--- config.mk ---
export PLATFORM = sky130hd
export DESIGN_NAME = cmp_stream_flat
export DESIGN_NICKNAME = d
export VERILOG_FILES = /design/src/rtl/cmp_stream_pkg.sv /design/src/rtl/cmp_stream_if.sv /design/src/rtl/cmp_stream_cmp3_core.sv /design/src/rtl/cmp_stream.sv /design/src/flat_wrapper.sv
export SDC_FILE = /design/constraint.sdc
export NUM_CORES = 1
export LEC_CHECK = 0
export ABC_AREA = 1
export BUFFER_PORTS_ARGS = -buffer_cell sky130_fd_sc_hd__buf_2
export CORE_MARGIN = 2
export CORE_UTILIZATION = 56
export CTS_CLUSTER_SIZE = 12
export DETAILED_ROUTE_END_ITERATION = 10
export PLACE_DENSITY = 0.85
export SETUP_SLACK_MARGIN = 0.5
export SYNTH_ARGS = -nofsm -noshare
export SYNTH_HDL_FRONTEND = slang
export SYNTH_SLANG_ARGS = --single-unit
--- constraint.sdc ---
create_clock -name clk -period 4.45 [get_ports clk]
set_input_delay 0.445 -clock clk [delete_from_list [all_inputs] [get_ports clk]]
set_output_delay 0.445 -clock clk [all_outputs]
set_load 0.1 [all_outputs]
--- src/rtl/cmp_stream_pkg.sv ---
// Shared types and defaults for the cmp_stream comparator slice.
package cmp_stream_pkg;

  localparam int W_DEF  = 16;
  localparam int CW_DEF = 8;

  typedef enum logic [1:0] {
    OUT_GT = 2'd0,
    OUT_EQ = 2'd1,
    OUT_LT = 2'd2
  } outcome_t;

  typedef logic [1:0] state_t;

  localparam state_t ST_EMPTY = 2'd0;
  localparam state_t ST_ONE   = 2'd1;
  localparam state_t ST_FULL  = 2'd2;

endpackage

--- src/rtl/cmp_stream_if.sv ---
// Operand/result handshake bundle between a producer/consumer and cmp_stream.
interface cmp_stream_if #(
  parameter int W = 16
);

  logic         in_valid;
  logic         in_ready;
  logic [W-1:0] in_a;
  logic [W-1:0] in_b;
  logic         out_valid;
  logic         out_ready;
  logic         out_gt;
  logic         out_eq;
  logic         out_lt;

  modport master (
    output in_valid, in_a, in_b, out_ready,
    input  in_ready, out_valid, out_gt, out_eq, out_lt
  );

  modport slave (
    input  in_valid, in_a, in_b, out_ready,
    output in_ready, out_valid, out_gt, out_eq, out_lt
  );

endinterface

--- src/rtl/cmp_stream_cmp3_core.sv ---
// Pure combinational unsigned three-way compare of two W-bit operands.
module cmp3_core
  import cmp_stream_pkg::*;
#(
  parameter int W = W_DEF
) (
  input  logic [W-1:0] a_i,
  input  logic [W-1:0] b_i,
  output outcome_t     res_o
);

  always_comb begin
    res_o = OUT_EQ;
    if (a_i > b_i)      res_o = OUT_GT;
    else if (a_i < b_i) res_o = OUT_LT;
  end

endmodule

--- src/rtl/cmp_stream.sv ---
// Registered compare stream: 2-entry result FIFO plus saturating outcome counters.
module cmp_stream
  import cmp_stream_pkg::*;
#(
  parameter int W  = W_DEF,
  parameter int CW = CW_DEF
) (
  input  logic          clk,
  input  logic          rst_n,
  cmp_stream_if.slave   bus,
  input  logic          clr,
  output logic [CW-1:0] cnt_gt,
  output logic [CW-1:0] cnt_eq,
  output logic [CW-1:0] cnt_lt
);

  localparam logic [CW-1:0] CNT_ONE = CW'(1);

  state_t   state_q, state_d;
  outcome_t slot0_q, slot0_d;
  outcome_t slot1_q, slot1_d;
  outcome_t res;
  logic     accept, deliver;
  logic [CW-1:0] cnt_gt_q, cnt_eq_q, cnt_lt_q;

  cmp3_core #(.W(W)) u_core (
    .a_i   (bus.in_a),
    .b_i   (bus.in_b),
    .res_o (res)
  );

  // in_ready depends on registered state only, so out_ready never reaches it.
  assign bus.in_ready  = (state_q != ST_FULL);
  assign bus.out_valid = (state_q != ST_EMPTY);
  assign bus.out_gt    = bus.out_valid && (slot0_q == OUT_GT);
  assign bus.out_eq    = bus.out_valid && (slot0_q == OUT_EQ);
  assign bus.out_lt    = bus.out_valid && (slot0_q == OUT_LT);

  assign accept  = bus.in_valid  && bus.in_ready;
  assign deliver = bus.out_valid && bus.out_ready;

  always_comb begin
    state_d = state_q;
    slot0_d = slot0_q;
    slot1_d = slot1_q;
    case (state_q)
      ST_EMPTY: begin
        if (accept) begin
          slot0_d = res;
          state_d = ST_ONE;
        end
      end
      ST_ONE: begin
        if (accept && deliver) begin
          slot0_d = res;
        end else if (accept) begin
          slot1_d = res;
          state_d = ST_FULL;
        end else if (deliver) begin
          state_d = ST_EMPTY;
        end
      end
      ST_FULL: begin
        if (deliver) begin
          slot0_d = slot1_q;
          state_d = ST_ONE;
        end
      end
      default: state_d = ST_EMPTY;
    endcase
  end

  always_ff @(posedge clk or negedge rst_n) begin
    if (!rst_n) begin
      state_q <= ST_EMPTY;
      slot0_q <= OUT_EQ;
      slot1_q <= OUT_EQ;
    end else begin
      state_q <= state_d;
      slot0_q <= slot0_d;
      slot1_q <= slot1_d;
    end
  end

  always_ff @(posedge clk or negedge rst_n) begin
    if (!rst_n) begin
      cnt_gt_q <= '0;
      cnt_eq_q <= '0;
      cnt_lt_q <= '0;
    end else if (clr) begin
      cnt_gt_q <= '0;
      cnt_eq_q <= '0;
      cnt_lt_q <= '0;
    end else if (accept) begin
      case (res)
        OUT_GT:  if (cnt_gt_q != '1) cnt_gt_q <= cnt_gt_q + CNT_ONE;
        OUT_EQ:  if (cnt_eq_q != '1) cnt_eq_q <= cnt_eq_q + CNT_ONE;
        OUT_LT:  if (cnt_lt_q != '1) cnt_lt_q <= cnt_lt_q + CNT_ONE;
        default: ;
      endcase
    end
  end

  assign cnt_gt = cnt_gt_q;
  assign cnt_eq = cnt_eq_q;
  assign cnt_lt = cnt_lt_q;

endmodule

--- src/flat_wrapper.sv ---
// flat-port wrapper written by rule: the top's interface ports become plain ports
module cmp_stream_flat import cmp_stream_pkg::*;
#(
  parameter int W  = W_DEF,
  parameter int CW = CW_DEF
)
  (clk, rst_n, clr, cnt_gt, cnt_eq, cnt_lt, bus_in_valid, bus_in_a, bus_in_b, bus_out_ready, bus_in_ready, bus_out_valid, bus_out_gt, bus_out_eq, bus_out_lt);
  cmp_stream_if #(.W(W)) bus_i ();
  input  logic clk;
  input  logic rst_n;
  input  logic clr;
  output logic [CW-1:0] cnt_gt;
  output logic [CW-1:0] cnt_eq;
  output logic [CW-1:0] cnt_lt;
  input wire logic [$bits(bus_i.in_valid)-1:0] bus_in_valid;
  input wire logic [$bits(bus_i.in_a)-1:0] bus_in_a;
  input wire logic [$bits(bus_i.in_b)-1:0] bus_in_b;
  input wire logic [$bits(bus_i.out_ready)-1:0] bus_out_ready;
  output wire logic [$bits(bus_i.in_ready)-1:0] bus_in_ready;
  output wire logic [$bits(bus_i.out_valid)-1:0] bus_out_valid;
  output wire logic [$bits(bus_i.out_gt)-1:0] bus_out_gt;
  output wire logic [$bits(bus_i.out_eq)-1:0] bus_out_eq;
  output wire logic [$bits(bus_i.out_lt)-1:0] bus_out_lt;
  assign bus_i.in_valid = bus_in_valid;
  assign bus_i.in_a = bus_in_a;
  assign bus_i.in_b = bus_in_b;
  assign bus_i.out_ready = bus_out_ready;
  assign bus_in_ready = bus_i.in_ready;
  assign bus_out_valid = bus_i.out_valid;
  assign bus_out_gt = bus_i.out_gt;
  assign bus_out_eq = bus_i.out_eq;
  assign bus_out_lt = bus_i.out_lt;
  cmp_stream #(.W(W), .CW(CW)) u_core (.clk(clk), .rst_n(rst_n), .bus(bus_i), .clr(clr), .cnt_gt(cnt_gt), .cnt_eq(cnt_eq), .cnt_lt(cnt_lt));
endmodule
==> impl_metrics.toml, run 1 <==
[route]
drc_errors = 0
wl_um = 4830
avgViaCountPerCell = 5.09
drtIter0Drc = 129
vias = 2147
first_pass_iters = 4
ant_nets = 0
wl_per_cell_um = 11.4

[cts]
cts_max_level = 2
insertion_delay_ns = 0.29
clk_pin_slew_ns = 0.06
postCtsSetupBuffers = 0
cts_resized = 0
cts_tree = "built"
holdBufCountCts = 0
clock-sinks = 30
cts_buffers = 5
root_buffer = "clkbuf_8"
clockBufferDepth = 2

[grt]
grt_pass1_vias = 1951
antenna_found_initial = 0
track_usage_pct = 23.5
grt_overflow = 0
grt_max_degree = 31
grt_pass1_wl_um = 8150

[yosys]
muxShareOfSynthArea_pct = 0
synthSimpleGateAreaFrac_pct = 36.2
ys.flop_type = "dfrtp_1"
avgSynthCellArea_um2 = 7.53
yosysTopAreaCell = "dfrtp_1"
synth_top_area_share_pct = 30.7
synth_edf_count = 0
synth_xor_area_share_pct = 4.99
synth_common_cells = "nand2_1, nor2_1, inv_1, nand3_1, dfrtp_1"
ys_top_cells_by_area = "dfrtp_1, nand2_1, ha_1"
synthesis.nets = 359
synth_top_family_by_area = "simple AND/OR/NAND/NOR gates"
synthCells = 303
synth_cell_type_count = 32
seq_area_frac_synth_pct = 33.0
synth_seq_cells = 30
ys_warn_count = 0
syn_area_mm2 = 0.00228
synthAdderAreaFrac_pct = 10.4
synthArstFlopShare_pct = 100
yosysMostFrequentCell = "nand2_1"
synth-compound-area-share_pct = 7.84

[place]
postPlaceCellArea_mm2 = 0.00265
gp_congestion = 0.833
hpwl_um = 3640
io_buffer_count = 65

[hold_path]
hold_path_class = "input pin to asynchronous set/reset pin"

[power]
leakage_nw = 1.53
p_per_area_mw_per_mm2 = 366
ir_worst_vdd_mv = 0.267
total_power_mw = 1.00

[die]
die_w_um = 67.8
floorplan.rows = 23
core_area_mm2 = 0.00397
ios = 66
die-area_mm2 = 0.00460
die_y_um = 67.8
initial_core_util_pct = 57.4

[worst_setup_path]
path_class = "flop to primary output"
crit_path_end_kind = "primary output"
cp.required_ns = 4.01
critPathMaxFanout = 3
crit_path_start_kind = "flop"
worstPathArrival_ns = 1.50

[run]
cap_violations = 0

[sta]
period_share_pct = 43.7
finalSetupTns_ns = 0
fin_crit_ns = 1.94
rsz0062_at_grt = "no"
slew_violations = 0
setup_violations = 0
slew_headroom_pct = 55.7
finClkSkew_ns = 0.00443
fmax_ghz = 0.514
hold_violations = 0
worstMarginPinSlew_ns = 0.664

[final_layout]
antennaDiodeCount = 0
fillCellCount = 348
area_growth_pct = 20.3
final_layout_size_suffix_gt1_share_pct = 29.6
stdcell_area_mm2 = 0.00274
fin_nets = 427

[status]
status = "completed"
==> sequential cells by signal, indices dropped and copies added (netlist names) <==
register        flops
u_core.cnt_lt       8
u_core.cnt_gt       8
u_core.cnt_eq       8
u_core.slot0_q      2
u_core.slot1_q      2
u_core.state_q      2
==> area by class of cell <==
| class | instances | area [um^2] | share of cell area, % |
|---|---|---|---|
| Clock inverter | 1 | 5.00 | 0.182 |
| Tap cell | 50 | 62.6 | 2.28 |
| Clock buffer | 7 | 86.3 | 3.15 |
| Multi-Input combinational cell | 228 | 1360 | 49.4 |
| Inverter | 41 | 155 | 5.65 |
| Timing Repair Buffer | 65 | 325 | 11.9 |
| Sequential cell | 30 | 753 | 27.5 |
==> power by group <==
group	internal (mW)	switching, mW	total, mW
Sequential	0.307	0.0314	0.338
Clock	0.124	0.102	0.227
Combinational	0.0940	0.346	0.440
Total	0.525	0.480	1.00
==> metal layers <==
| layer | up-vias | global-route usage (%) | wire length, um | share of wire, % |
|---|---|---|---|---|
| li1 | 1096 | - | - | - |
| met1 | 992 | 29.7 | 2110 | 44 |
| met2 | 50 | 38.6 | 2390 | 49 |
| met3 | 9 | 4.61 | 232 | 4.8 |
| met4 | 0 | 11.5 | 92 | 1.9 |
| met5 | - | 0 | 0 | 0 |
==> critical path, cell delays in order, from the launching register on <==
cell	delay, ns
dfstp_2	0.54
inv_1	0.05
nor3_1	0.17
buf_2	0.45
==> per-stage QoR <==
stage          instances  util, %  setup slack (ns)  hold WS (ns)
6_report             422     69.1              2.51         0.182
5_1_grt              422     69.1              2.45         0.248
4_1_cts              422     69.1              2.50         0.210
3_5_place_dp         414     66.8              2.47         0.462
3_3_place_gp         414     66.8              2.51         0.463
2_1_floorplan        303        -              1.37         0.149
==> cell usage in the layout, fill, tap and decap left out, drive strengths merged <==
cell / Yosys / layout
clkbuf: 2 / 7
nand3: 34 / 34
a41oi: 1 / 1
nand4: 1 / 1
nor2: 40 / 40
xnor2: 2 / 2
o21ai: 12 / 12
inv: 40 / 40
a21oi: 13 / 13
ha: 19 / 19
dfstp: 2 / 2
dfrtp: 28 / 28
xor2: 11 / 11
clkinv: 1 / 2
nor3: 7 / 7
buf: 2 / 65
a21o: 1 / 1
nand2: 85 / 85
nor3b: 2 / 2
==> worst paths after layout <==
path / cells after the start / endpoint / startpoint / slack [ns]
max reg2reg: 8 / u_core.cnt_eq[3] / u_core.cnt_eq[0] / 2.78
min: 1 / u_core.cnt_gt[4] / rst_n / 0.18
max: 3 / bus_out_eq / u_core.slot0_q[0] / 2.51
min in group clk: 2 / u_core.state_q[1] / bus_out_ready / 0.40
min reg2reg: 2 / u_core.slot1_q[0] / u_core.slot1_q[0] / 0.48
max in group asynchronous: 1 / u_core.cnt_lt[4] / rst_n / 3.83
==> logic make-up after synthesis <==
| logic type | after synthesis |
|---|---|
| adder cells (fa/ha/maj) | 19 |
| flip-flops | 30 |
| AND/OR/NAND/NOR | 169 |
| buffers and inverters | 45 |
| XOR/XNOR | 13 |
| AO/OA/AOI/OAI | 27 |
Note: power is estimated with default switching activity, not from simulation.
==> inputs of run 2 (changes only) <==
--- a/config.mk
+++ b/config.mk
@@ -8,10 +8,10 @@
 export ABC_AREA = 1
 export BUFFER_PORTS_ARGS = -buffer_cell sky130_fd_sc_hd__buf_2
 export CORE_MARGIN = 2
-export CORE_UTILIZATION = 56
+export CORE_UTILIZATION = 52
 export CTS_CLUSTER_SIZE = 12
 export DETAILED_ROUTE_END_ITERATION = 10
-export PLACE_DENSITY = 0.85
+export PLACE_DENSITY = 0.8
 export SETUP_SLACK_MARGIN = 0.5
 export SYNTH_ARGS = -nofsm -noshare
 export SYNTH_HDL_FRONTEND = slang
==> constraint.sdc (replaced) <==
create_clock -name clk -period 1.8 [get_ports clk]
set_input_delay 0.18 -clock clk [delete_from_list [all_inputs] [get_ports clk]]
set_output_delay 0.18 -clock clk [all_outputs]
set_load 0.1 [all_outputs]
==> run 2 against run 1 <==
Effect of this change:
- wire length rose by 46%
- global-route usage rose by 1.5 points
- power rose to 3.3 times the previous value
- final cell count rose by 7.8%
- first-iteration DRC count rose by 46%
- final area rose by 29%
- sequential power rose to 2.6 times the previous value
- clock-buffer cell count did not move
- clock skew rose by 0.0071 ns
- combinational power rose to 4.0 times the previous value
- non-clock buffer count rose by 28
==> impl_metrics.toml, run 2 (synthesis results as in run 1) <==
[sta]
fmax_ghz = 0.617
period_share_pct = 90.0
hold_violations = 0
slew_headroom_pct = 55.0
finalSetupTns_ns = 0
rsz0062_at_grt = "yes"
finClkSkew_ns = 0.0115
slew_violations = 0
worstMarginPinSlew_ns = 0.675
final.setup.worst_slack_ns = 0.180
setup_violations = 0
fin_crit_ns = 1.62

[die]
ios = 66
die_w_um = 70.2
initial_core_util_pct = 53.1
core_area_mm2 = 0.00429
die-area_mm2 = 0.00493
die_y_um = 70.2
floorplan.rows = 24

[grt]
grt_overflow = 0
grt_pass1_wl_um = 9960
antenna_found_initial = 0
grt_max_degree = 31
track_usage_pct = 25.0
grt_pass1_vias = 2261

[place]
postPlaceCellArea_mm2 = 0.00285
gp_congestion = 0.788
dp_cells = 418
io_buffer_count = 65
hpwl_um = 3730
dp_slack_ns = 0.0539

[final_layout]
final_common_cell = "nand2_1"
final_layout_size_suffix_gt1_share_pct = 51.9
layout_common_cells = "nand2_1, buf_2, buf_4, inv_1, nor2_1"
area_growth_pct = 55.7
instances_no_fill = 455
fin_nets = 458
stdcell_area_mm2 = 0.00355
fillCellCount = 237
antennaDiodeCount = 0

[cts]
root_buffer = "clkbuf_8"
cts_buffers = 5
clock-sinks = 30
clk_pin_slew_ns = 0.07
cts_max_level = 2
insertion_delay_ns = 0.29
cts_tree = "built"
clockBufferDepth = 2

[worst_setup_path]
path_class = "flop to flop"
crit_path_start_kind = "flop"
crit_path_end_kind = "flop"
cp.required_ns = 1.96
critPathMaxFanout = 5
worstPathArrival_ns = 1.78

[route]
wl_per_cell_um = 15.5
wl_um = 7060
drc_errors = 0
first_pass_iters = 4
vias = 2481
avgViaCountPerCell = 5.45
ant_nets = 0
drtIter0Drc = 188

[power]
ir_worst_vdd_mv = 0.810
p_per_area_mw_per_mm2 = 940
leakage_nw = 1.73

[hold_path]
hold_path_class = "input pin to flop"

[run]
cap_violations = 0

[status]
status = "completed"
-- run 2: layout make-up --
| type | count | area [um^2] | area share [%] |
|---|---|---|---|
| flip-flops and latches | 30 | 801 | 22.6 |
| clock inverters | 1 | 30.0 | 0.846 |
| well taps | 52 | 65.1 | 1.83 |
| multi-input cells | 231 | 1680 | 47.3 |
| inverters | 41 | 161 | 4.55 |
| clock buffers | 7 | 86.3 | 2.43 |
| repair buffers | 93 | 729 | 20.5 |
-- run 2: report_power, final --
group | switching [mW] | internal (mW) | total (mW)
combinational | 1.13 | 0.621 | 1.75
sequential | 0.103 | 0.775 | 0.877
clock | 0.260 | 0.451 | 0.711
total | 1.49 | 1.85 | 3.34
-- run 2: worst max-delay path, stage by stage (launching register included) --
cell and delay [ns]:
dfrtp_4 0.49, ha_4 0.17, nand2_2 0.08, inv_2 0.04, nand3_2 0.05, nor2_2 0.05, nor2_4 0.15, nand3_4 0.13
buf_4 0.17, nand3_1 0.07, nand2_1 0.08
-- run 2: worst paths after layout --
| path | from | endpoint | slack, ns | cells after the start |
|---|---|---|---|---|
| worst max-delay path | u_core.cnt_lt[0] | u_core.cnt_lt[2] | 0.18 | 10 |
| worst min-delay path | bus_out_ready | u_core.state_q[1] | 0.13 | 2 |
| worst max register to register | u_core.cnt_lt[0] | u_core.cnt_lt[2] | 0.18 | 10 |
| worst min register to register | u_core.slot1_q[0] | u_core.slot1_q[0] | 0.49 | 2 |
| max in group asynchronous | rst_n | u_core.cnt_lt[1] | 0.82 | 2 |
| min in group asynchronous | rst_n | u_core.cnt_gt[5] | 0.47 | 2 |
-- run 2: stage by stage --
step | util (%) | power (mW) | hold slack (ns)
2_1_floorplan | - | 1.86 | -0.116
3_3_place_gp | 66.3 | 2.06 | 0.248
3_5_place_dp | 66.3 | 2.07 | 0.250
4_1_cts | 76.5 | 3.08 | 0.106
5_1_grt | 82.7 | 3.47 | 0.119
6_report | 82.7 | 3.34 | 0.133
-- run 2: metal layers --
layer	wire length, um	vias up	part of all wire, %	track usage [%]
met5	0	-	0	0
met4	226	0	3.2	8.12
met3	367	26	5.2	4.91
met1	2720	1182	39	30.1
met2	3750	91	53	44.4
li1	-	1182	-	-
-- run 2: repair_timing --
| item | in CTS | in global routing |
|---|---|---|
| hold endpoints to repair | 28 | 0 |
| cloned | 3 | 0 |
| hold buffers | 1 | 0 |
| endpoints found under the setup margin | 49 | 44 |
| setup buffers | 15 | 10 |
| pin swaps | 21 | 23 |
| gates resized for setup | 50 | 51 |
